### config.mk
export PLATFORM = sky130hd
export DESIGN_NAME = github_username_top
export DESIGN_NICKNAME = d
export VERILOG_FILES = /design/src/rtl/github_username_top.sv
export SDC_FILE = /design/constraint.sdc
export NUM_CORES = 1
export LEC_CHECK = 0
export BUFFER_PORTS_ARGS = -buffer_cell sky130_fd_sc_hd__buf_4
export CORE_AREA = 5 5 66 68
export DETAILED_ROUTE_END_ITERATION = 10
export DIE_AREA = 0 0 71 73
export PLACE_DENSITY_LB_ADDON = 0.15
export SLEW_MARGIN = 40
export SYNTH_ARGS = -nofsm -noshare
export SYNTH_HDL_FRONTEND = slang
export SYNTH_SLANG_ARGS = --single-unit
### constraint.sdc
create_clock -name io_i -period 2.29 [get_ports io_i]
set_clock_uncertainty 0.2 [all_clocks]
set_input_delay 0.458 -clock io_i [delete_from_list [all_inputs] [get_ports io_i]]
set_output_delay 0.458 -clock io_i [all_outputs]
set_load 0.01 [all_outputs]
### src/rtl/github_username_top.sv
// Single-digit up/down counter with prescaler and 7-segment decode, packed onto an 8-bit tile.
// Define GHU_BCD_WRAP_EN for a decimal (0-9) counter; otherwise the counter runs 0-F.
module github_username_top #(
    parameter int unsigned PRESCALE_MAX = 0
) (
    input  logic [7:0] io_i,
    output logic [7:0] io_o
);

    localparam logic [15:0] PRE_LAST = PRESCALE_MAX[15:0];
`ifdef GHU_BCD_WRAP_EN
    localparam logic [3:0] CNT_MAX = 4'd9;
`else
    localparam logic [3:0] CNT_MAX = 4'd15;
`endif

    logic       clk;
    logic       rst;
    logic       en;
    logic       dir;
    logic       load;
    logic [2:0] load_val;

    assign clk      = io_i[0];
    assign rst      = io_i[1];
    assign en       = io_i[2];
    assign dir      = io_i[3];
    assign load     = io_i[4];
    assign load_val = io_i[7:5];

    logic [3:0]  cnt_q, cnt_d;
    logic [15:0] pre_q, pre_d;
    logic        wrap_q, wrap_d;
    logic [6:0]  seg;

    always_comb begin
        cnt_d  = cnt_q;
        pre_d  = pre_q;
        wrap_d = 1'b0;
        if (load) begin
            cnt_d = {1'b0, load_val};
            pre_d = '0;
        end else if (en) begin
            if (pre_q != PRE_LAST) begin
                pre_d = pre_q + 16'd1;
            end else begin
                pre_d = '0;
                if (!dir) begin
`ifdef GHU_BCD_WRAP_EN
                    // Out-of-range codes collapse to 0 and count as a wrap
                    if (cnt_q >= CNT_MAX) begin
                        cnt_d  = 4'd0;
                        wrap_d = 1'b1;
                    end else begin
                        cnt_d = cnt_q + 4'd1;
                    end
`else
                    wrap_d = (cnt_q == CNT_MAX);
                    cnt_d  = cnt_q + 4'd1;
`endif
                end else begin
`ifdef GHU_BCD_WRAP_EN
                    if (cnt_q > CNT_MAX) begin
                        cnt_d  = 4'd0;
                        wrap_d = 1'b1;
                    end else if (cnt_q == 4'd0) begin
                        cnt_d  = CNT_MAX;
                        wrap_d = 1'b1;
                    end else begin
                        cnt_d = cnt_q - 4'd1;
                    end
`else
                    wrap_d = (cnt_q == 4'd0);
                    cnt_d  = cnt_q - 4'd1;
`endif
                end
            end
        end
    end

    always_ff @(posedge clk) begin
        if (rst) begin
            cnt_q  <= '0;
            pre_q  <= '0;
            wrap_q <= 1'b0;
        end else begin
            cnt_q  <= cnt_d;
            pre_q  <= pre_d;
            wrap_q <= wrap_d;
        end
    end

    always_comb begin
        seg = 7'h00;
        case (cnt_q)
            4'h0: seg = 7'h3F;
            4'h1: seg = 7'h06;
            4'h2: seg = 7'h5B;
            4'h3: seg = 7'h4F;
            4'h4: seg = 7'h66;
            4'h5: seg = 7'h6D;
            4'h6: seg = 7'h7D;
            4'h7: seg = 7'h07;
            4'h8: seg = 7'h7F;
            4'h9: seg = 7'h6F;
            4'hA: seg = 7'h77;
            4'hB: seg = 7'h7C;
            4'hC: seg = 7'h39;
            4'hD: seg = 7'h5E;
            4'hE: seg = 7'h79;
            4'hF: seg = 7'h71;
            default: seg = 7'h00;
        endcase
    end

    assign io_o = {wrap_q, seg};

endmodule

==> results_tabular.tex <==
\begin{tabular}{lr}
\hline
Metric & Value \\
\hline
\multicolumn{2}{l}{\textbf{Cells and area}} \\
\quad Top library cells by usage in the layout, fill and taps aside & sky130\_fd\_sc\_hd\_\_clkbuf\_8 (33), sky130\_fd\_sc\_hd\_\_nor2\_1 (20), sky130\_fd\_sc\_hd\_\_buf\_4 (20) \\
\quad Summed area of non-filler cells in the final layout & 2420 um\^{}2 \\
\quad \# nets final & 239 \\
\quad Fill cell total of the finished layout & 284 \\
\quad Area growth syn-to-layout & 76.3\% \\
\quad Final antenna diode count & 0 \\
\quad Most common cell after layout, fill and taps aside & sky130\_fd\_sc\_hd\_\_clkbuf\_8 \\
\quad Fraction of final layout cells sized beyond drive strength 1 & 43.4\% \\
\multicolumn{2}{l}{\textbf{Detailed routing}} \\
\quad Total via count after detailed routing & 1,548 \\
\quad DRC marker count from the first detailed-route iteration & 166 \\
\quad Count of TritonRoute iterations in the first routing pass & 4 \\
\quad Number of routed nets with antenna violations & 0 \\
\quad Routed length per placed instance & 17.3 um \\
\quad Number of design rule violations left after detail routing & 0 \\
\quad Total wire length & 4810 um \\
\quad Vias/cell & 5.57 \\
\multicolumn{2}{l}{\textbf{Place}} \\
\quad Post-place instance area & 1520 um\^{}2 \\
\quad Count of input and output buffers & 8 \\
\quad Half-perimeter wire length of the detailed placement result & 2170 um \\
\quad Final weighted congestion of routability-driven global placement & 0.770 \\
\quad Pre-CTS setup slack & -112 ps \\
\multicolumn{2}{l}{\textbf{Logic synthesis}} \\
\quad Synthesized area per cell & 8.65 um\^{}2 \\
\quad Mapped Nets & 180 \\
\quad Count of flip-flops with a built-in enable after synthesis & 0 \\
\quad Cell count after synthesis & 159 \\
\quad Top-area cell type share of the netlist area & 30.6\% \\
\quad Cell accounting for the most synthesized area & sky130\_fd\_sc\_hd\_\_dfxtp\_1 \\
\quad Top area cells in the synthesized netlist & sky130\_fd\_sc\_hd\_\_dfxtp\_1 (31\%), sky130\_fd\_sc\_hd\_\_ha\_1 (11\%), sky130\_fd\_sc\_hd\_\_xnor2\_1 (8.9\%), sky130\_fd\_sc\_hd\_\_nor2\_1 (6.0\%), sky130\_fd\_sc\_hd\_\_inv\_1 (3.3\%) \\
\quad Netlist area before placement & 1380 um\^{}2 \\
\quad Proportion of synthesized flip-flops having asynchronous set or reset & 0\% \\
\quad Post-synthesis cell type count & 36 \\
\quad Yosys synthesis warning count & 0 \\
\quad Count of state elements after synthesis & 21 \\
\quad Sequential share of the synthesized area & 30.6\% \\
\quad Most instantiated flip-flop cell in the synthesis netlist & sky130\_fd\_sc\_hd\_\_dfxtp\_1 \\
\multicolumn{2}{l}{\textbf{Die}} \\
\quad Core area & 3800 um\^{}2 \\
\quad Rows & 23 \\
\quad Starting utilization of the core area & 36.2\% \\
\quad Die ar. & 5180 um\^{}2 \\
\quad Width of the die & 71 um \\
\quad Total I/O pin count & 16 \\
\quad Die height & 73 um \\
\multicolumn{2}{l}{\textbf{Pwr}} \\
\quad Cell-internal power & 0.00311 W \\
\quad Proportion of power drawn by the clock network & 91.7\% \\
\quad Switch Pwr & 0.00178 W \\
\quad Leakage power total & 1.01 nW \\
\quad Power Density & 2020 nW/um\^{}2 \\
\quad IR drop worst, VDD & 0.959 mV \\
\quad Gate power share & 0\% \\
\quad Flop pwr share & 8.3\% \\
\quad Net Sw Frac & 36.3\% \\
\multicolumn{2}{l}{\textbf{Critical path}} \\
\quad Data required time of the worst path & 2250 ps \\
\quad Worst-path cell chain & clkbuf\_16 > ha\_4 > buf\_4 > nand3\_4 > and3\_4 > buf\_4 > clkbuf\_8 > o31ai\_1 > a21oi\_2 \\
\quad Critical path data arrival time & 2620 ps \\
\quad Critical-path cell with the highest stage delay & sky130\_fd\_sc\_hd\_\_o31ai\_1 \\
\quad Max incr delay on CP & 310 ps \\
\quad Max Fanout on Critical Path & 3 \\
\quad Most frequent cell on the critical path & sky130\_fd\_sc\_hd\_\_buf\_4 \\
\quad CP delay by family, top & buffers and inverters \\
\quad Startpoint of the worst register-to-register path & pre\_q[1] \\
\quad Register-to-register setup slack & 130 ps \\
\quad Reg-to-Reg End & cnt\_q[3] \\
\quad Crit path launch type & clock port \\
\quad Worst-case reg-to-reg path depth & 7 \\
\quad Count of buffering cells on the critical path with inverters included & 4 \\
\quad Kind of end point of the critical path & flip-flop \\
\quad Worst setup path category & clk -> reg \\
\multicolumn{2}{l}{\textbf{Timing}} \\
\quad Final setup slack of the worst path & -374 ps \\
\quad Total setup violations reported at the end of the flow & 2 \\
\quad Final Hold Viols & 4 \\
\quad Slew @ Worst Pin & 484 ps \\
\quad Hold slack & -273 ps \\
\quad RSZ-0062 raised after global routing & true \\
\quad Headroom to the max-slew limit & 67.7\% \\
\quad Aggregate negative setup slack & -477 ps \\
\quad Final slew viol count & 0 \\
\multicolumn{2}{l}{\textbf{Status}} \\
\quad Failing checks & negative hold slack, negative setup slack \\
\quad Outcome & finished with violations \\
\multicolumn{2}{l}{\textbf{GRT}} \\
\quad Gr usage total & 21.3\% \\
\quad Grt total ovfl & 0 \\
\quad Vias in the first global route & 2,180 \\
\quad Maximum number of pins on one net before global-route repair & 17 \\
\quad Antenna violations before repair & 0 \\
\quad Wire length of the first global-routing pass & 8490 um \\
\multicolumn{2}{l}{\textbf{Min path}} \\
\quad Worst Hold Path EP & cnt\_q[1] \\
\quad Class of the tightest hold or removal check & clk -> reg \\
\quad Startpoint of the tightest hold check path & io\_i[6] \\
\quad Number of instances on the worst hold path & 2 \\
\multicolumn{2}{l}{\textbf{Clocking}} \\
\quad TritonCTS clock tree & built \\
\quad Skew-Pair Late Insertion Delay & 280 ps \\
\quad Hold-fix buffer count after cts & 0 \\
\quad Clock-pin slew reported for the worst setup and hold paths after clock tree synthesis & 80 ps \\
\multicolumn{2}{l}{\textbf{Job}} \\
\quad Max-cap violation count & 0 \\
\hline
\end{tabular}
-- layout make-up --
| class | instances | area, um^2 | share of cell area, % |
|---|---|---|---|
| Clock inverter | 16 | 143 | 5.88 |
| Sequential cell | 21 | 425 | 17.5 |
| Inverter | 10 | 40.0 | 1.65 |
| Multi-Input combinational cell | 119 | 1030 | 42.6 |
| Clock buffer | 47 | 604 | 24.9 |
| Timing Repair Buffer | 15 | 116 | 4.80 |
| Tap cell | 50 | 62.6 | 2.58 |
-- synth_stat cells, types with 2 or more instances --
| master | instances |
|---|---|
| sky130_fd_sc_hd__buf_2 | 2 |
| sky130_fd_sc_hd__nor2_1 | 22 |
| sky130_fd_sc_hd__xor2_1 | 3 |
| sky130_fd_sc_hd__clkbuf_1 | 4 |
| sky130_fd_sc_hd__nand4_1 | 7 |
| sky130_fd_sc_hd__nor3_1 | 5 |
| sky130_fd_sc_hd__mux2i_1 | 2 |
| sky130_fd_sc_hd__nor4_1 | 5 |
| sky130_fd_sc_hd__a21oi_1 | 5 |
| sky130_fd_sc_hd__ha_1 | 12 |
| sky130_fd_sc_hd__xnor2_1 | 14 |
| sky130_fd_sc_hd__o21ai_0 | 4 |
| sky130_fd_sc_hd__a22oi_1 | 2 |
| sky130_fd_sc_hd__nand2b_1 | 2 |
| sky130_fd_sc_hd__a211oi_1 | 3 |
| sky130_fd_sc_hd__inv_1 | 12 |
| sky130_fd_sc_hd__dfxtp_1 | 21 |
| sky130_fd_sc_hd__or4_1 | 2 |
| sky130_fd_sc_hd__nor2b_1 | 2 |
| sky130_fd_sc_hd__nand2_1 | 10 |
| sky130_fd_sc_hd__nand3_1 | 5 |
-- worst reg2reg max path, delay by kind of cell (launching register included) --
| family | cells | cell delay [ps] |
|---|---|---|
| buf+inv | 2 | 270 |
| simple gates | 3 | 950 |
| fa+ha+maj | 1 | 150 |
| flops | 1 | 370 |
| compound gates | 1 | 150 |
-- per-layer routing --
layer / share of wire [%] / vias up / global-route usage, %
li1: - / 677 / -
met1: 38 / 709 / 13.5
met2: 45 / 118 / 22.1
met3: 11 / 44 / 27.3
met4: 6.5 / 0 / 34.0
met5: 0 / - / 1.01
-- repair_timing --
| action | 4_1_cts | 5_1_grt |
|---|---|---|
| resized for setup | 22 | 17 |
| setup buffers | 6 | 2 |
| pin swaps | 11 | 7 |
| setup endpoints to repair | 22 | 8 |
| gates cloned | 0 | 0 |
-- worst max path at each step --
stage	startpoint	end	slack, ps	cells past startpoint
after floorplan	io_i[3]	cnt_q[3]	-110	5
after global placement	io_i[3]	cnt_q[3]	-110	5
after detailed placement	io_i[3]	cnt_q[3]	-110	5
after CTS	io_i[3]	cnt_q[3]	-380	8
after global routing	io_i[3]	cnt_q[3]	-470	8
final	io_i[3]	cnt_q[3]	-370	9
-- per-stage QoR --
| stage | power (W) | instances | util [%] | hold WS [ps] |
|---|---|---|---|---|
| 2_1_floorplan | 0.00157 | 159 | - | -127 |
| 3_3_place_gp | 0.00147 | 215 | 40.1 | -127 |
| 3_5_place_dp | 0.00147 | 215 | 40.1 | -127 |
| 4_1_cts | 0.00484 | 276 | 61.2 | -274 |
| 5_1_grt | 0.00522 | 278 | 63.8 | -242 |
| 6_report | 0.00489 | 278 | 63.8 | -273 |
-- registers in the layout, indices dropped and copies added, names as in the netlist --
register and flops:
wrap_q 1, pre_q 16, cnt_q 4
-- power groups by stage --
stage	Clock, W	Combinational [W]	Sequential, W
finish	0.00448	0.000000000226	0.000408
global placement	0.00105	0.000000000224	0.000420
floorplan	0.00114	0.000000000161	0.000420
detailed placement	0.00105	0.000000000224	0.000420
global route	0.00481	0.000000000226	0.000408
CTS	0.00443	0.000000000222	0.000408
-- cell families (layout without fill, tap and decap cells) --
group / Yosys count / count (layout) / synth area share (%)
mux: 3 / 3 / 3.09
buf+inv: 19 / 88 / 5.64
compound gates: 18 / 18 / 8.37
fa+ha+maj: 13 / 13 / 12.4
flops: 21 / 21 / 30.6
simple gates: 68 / 68 / 29.1
xor+xnor: 17 / 17 / 10.8
Power figures use the tool's default switching activity.
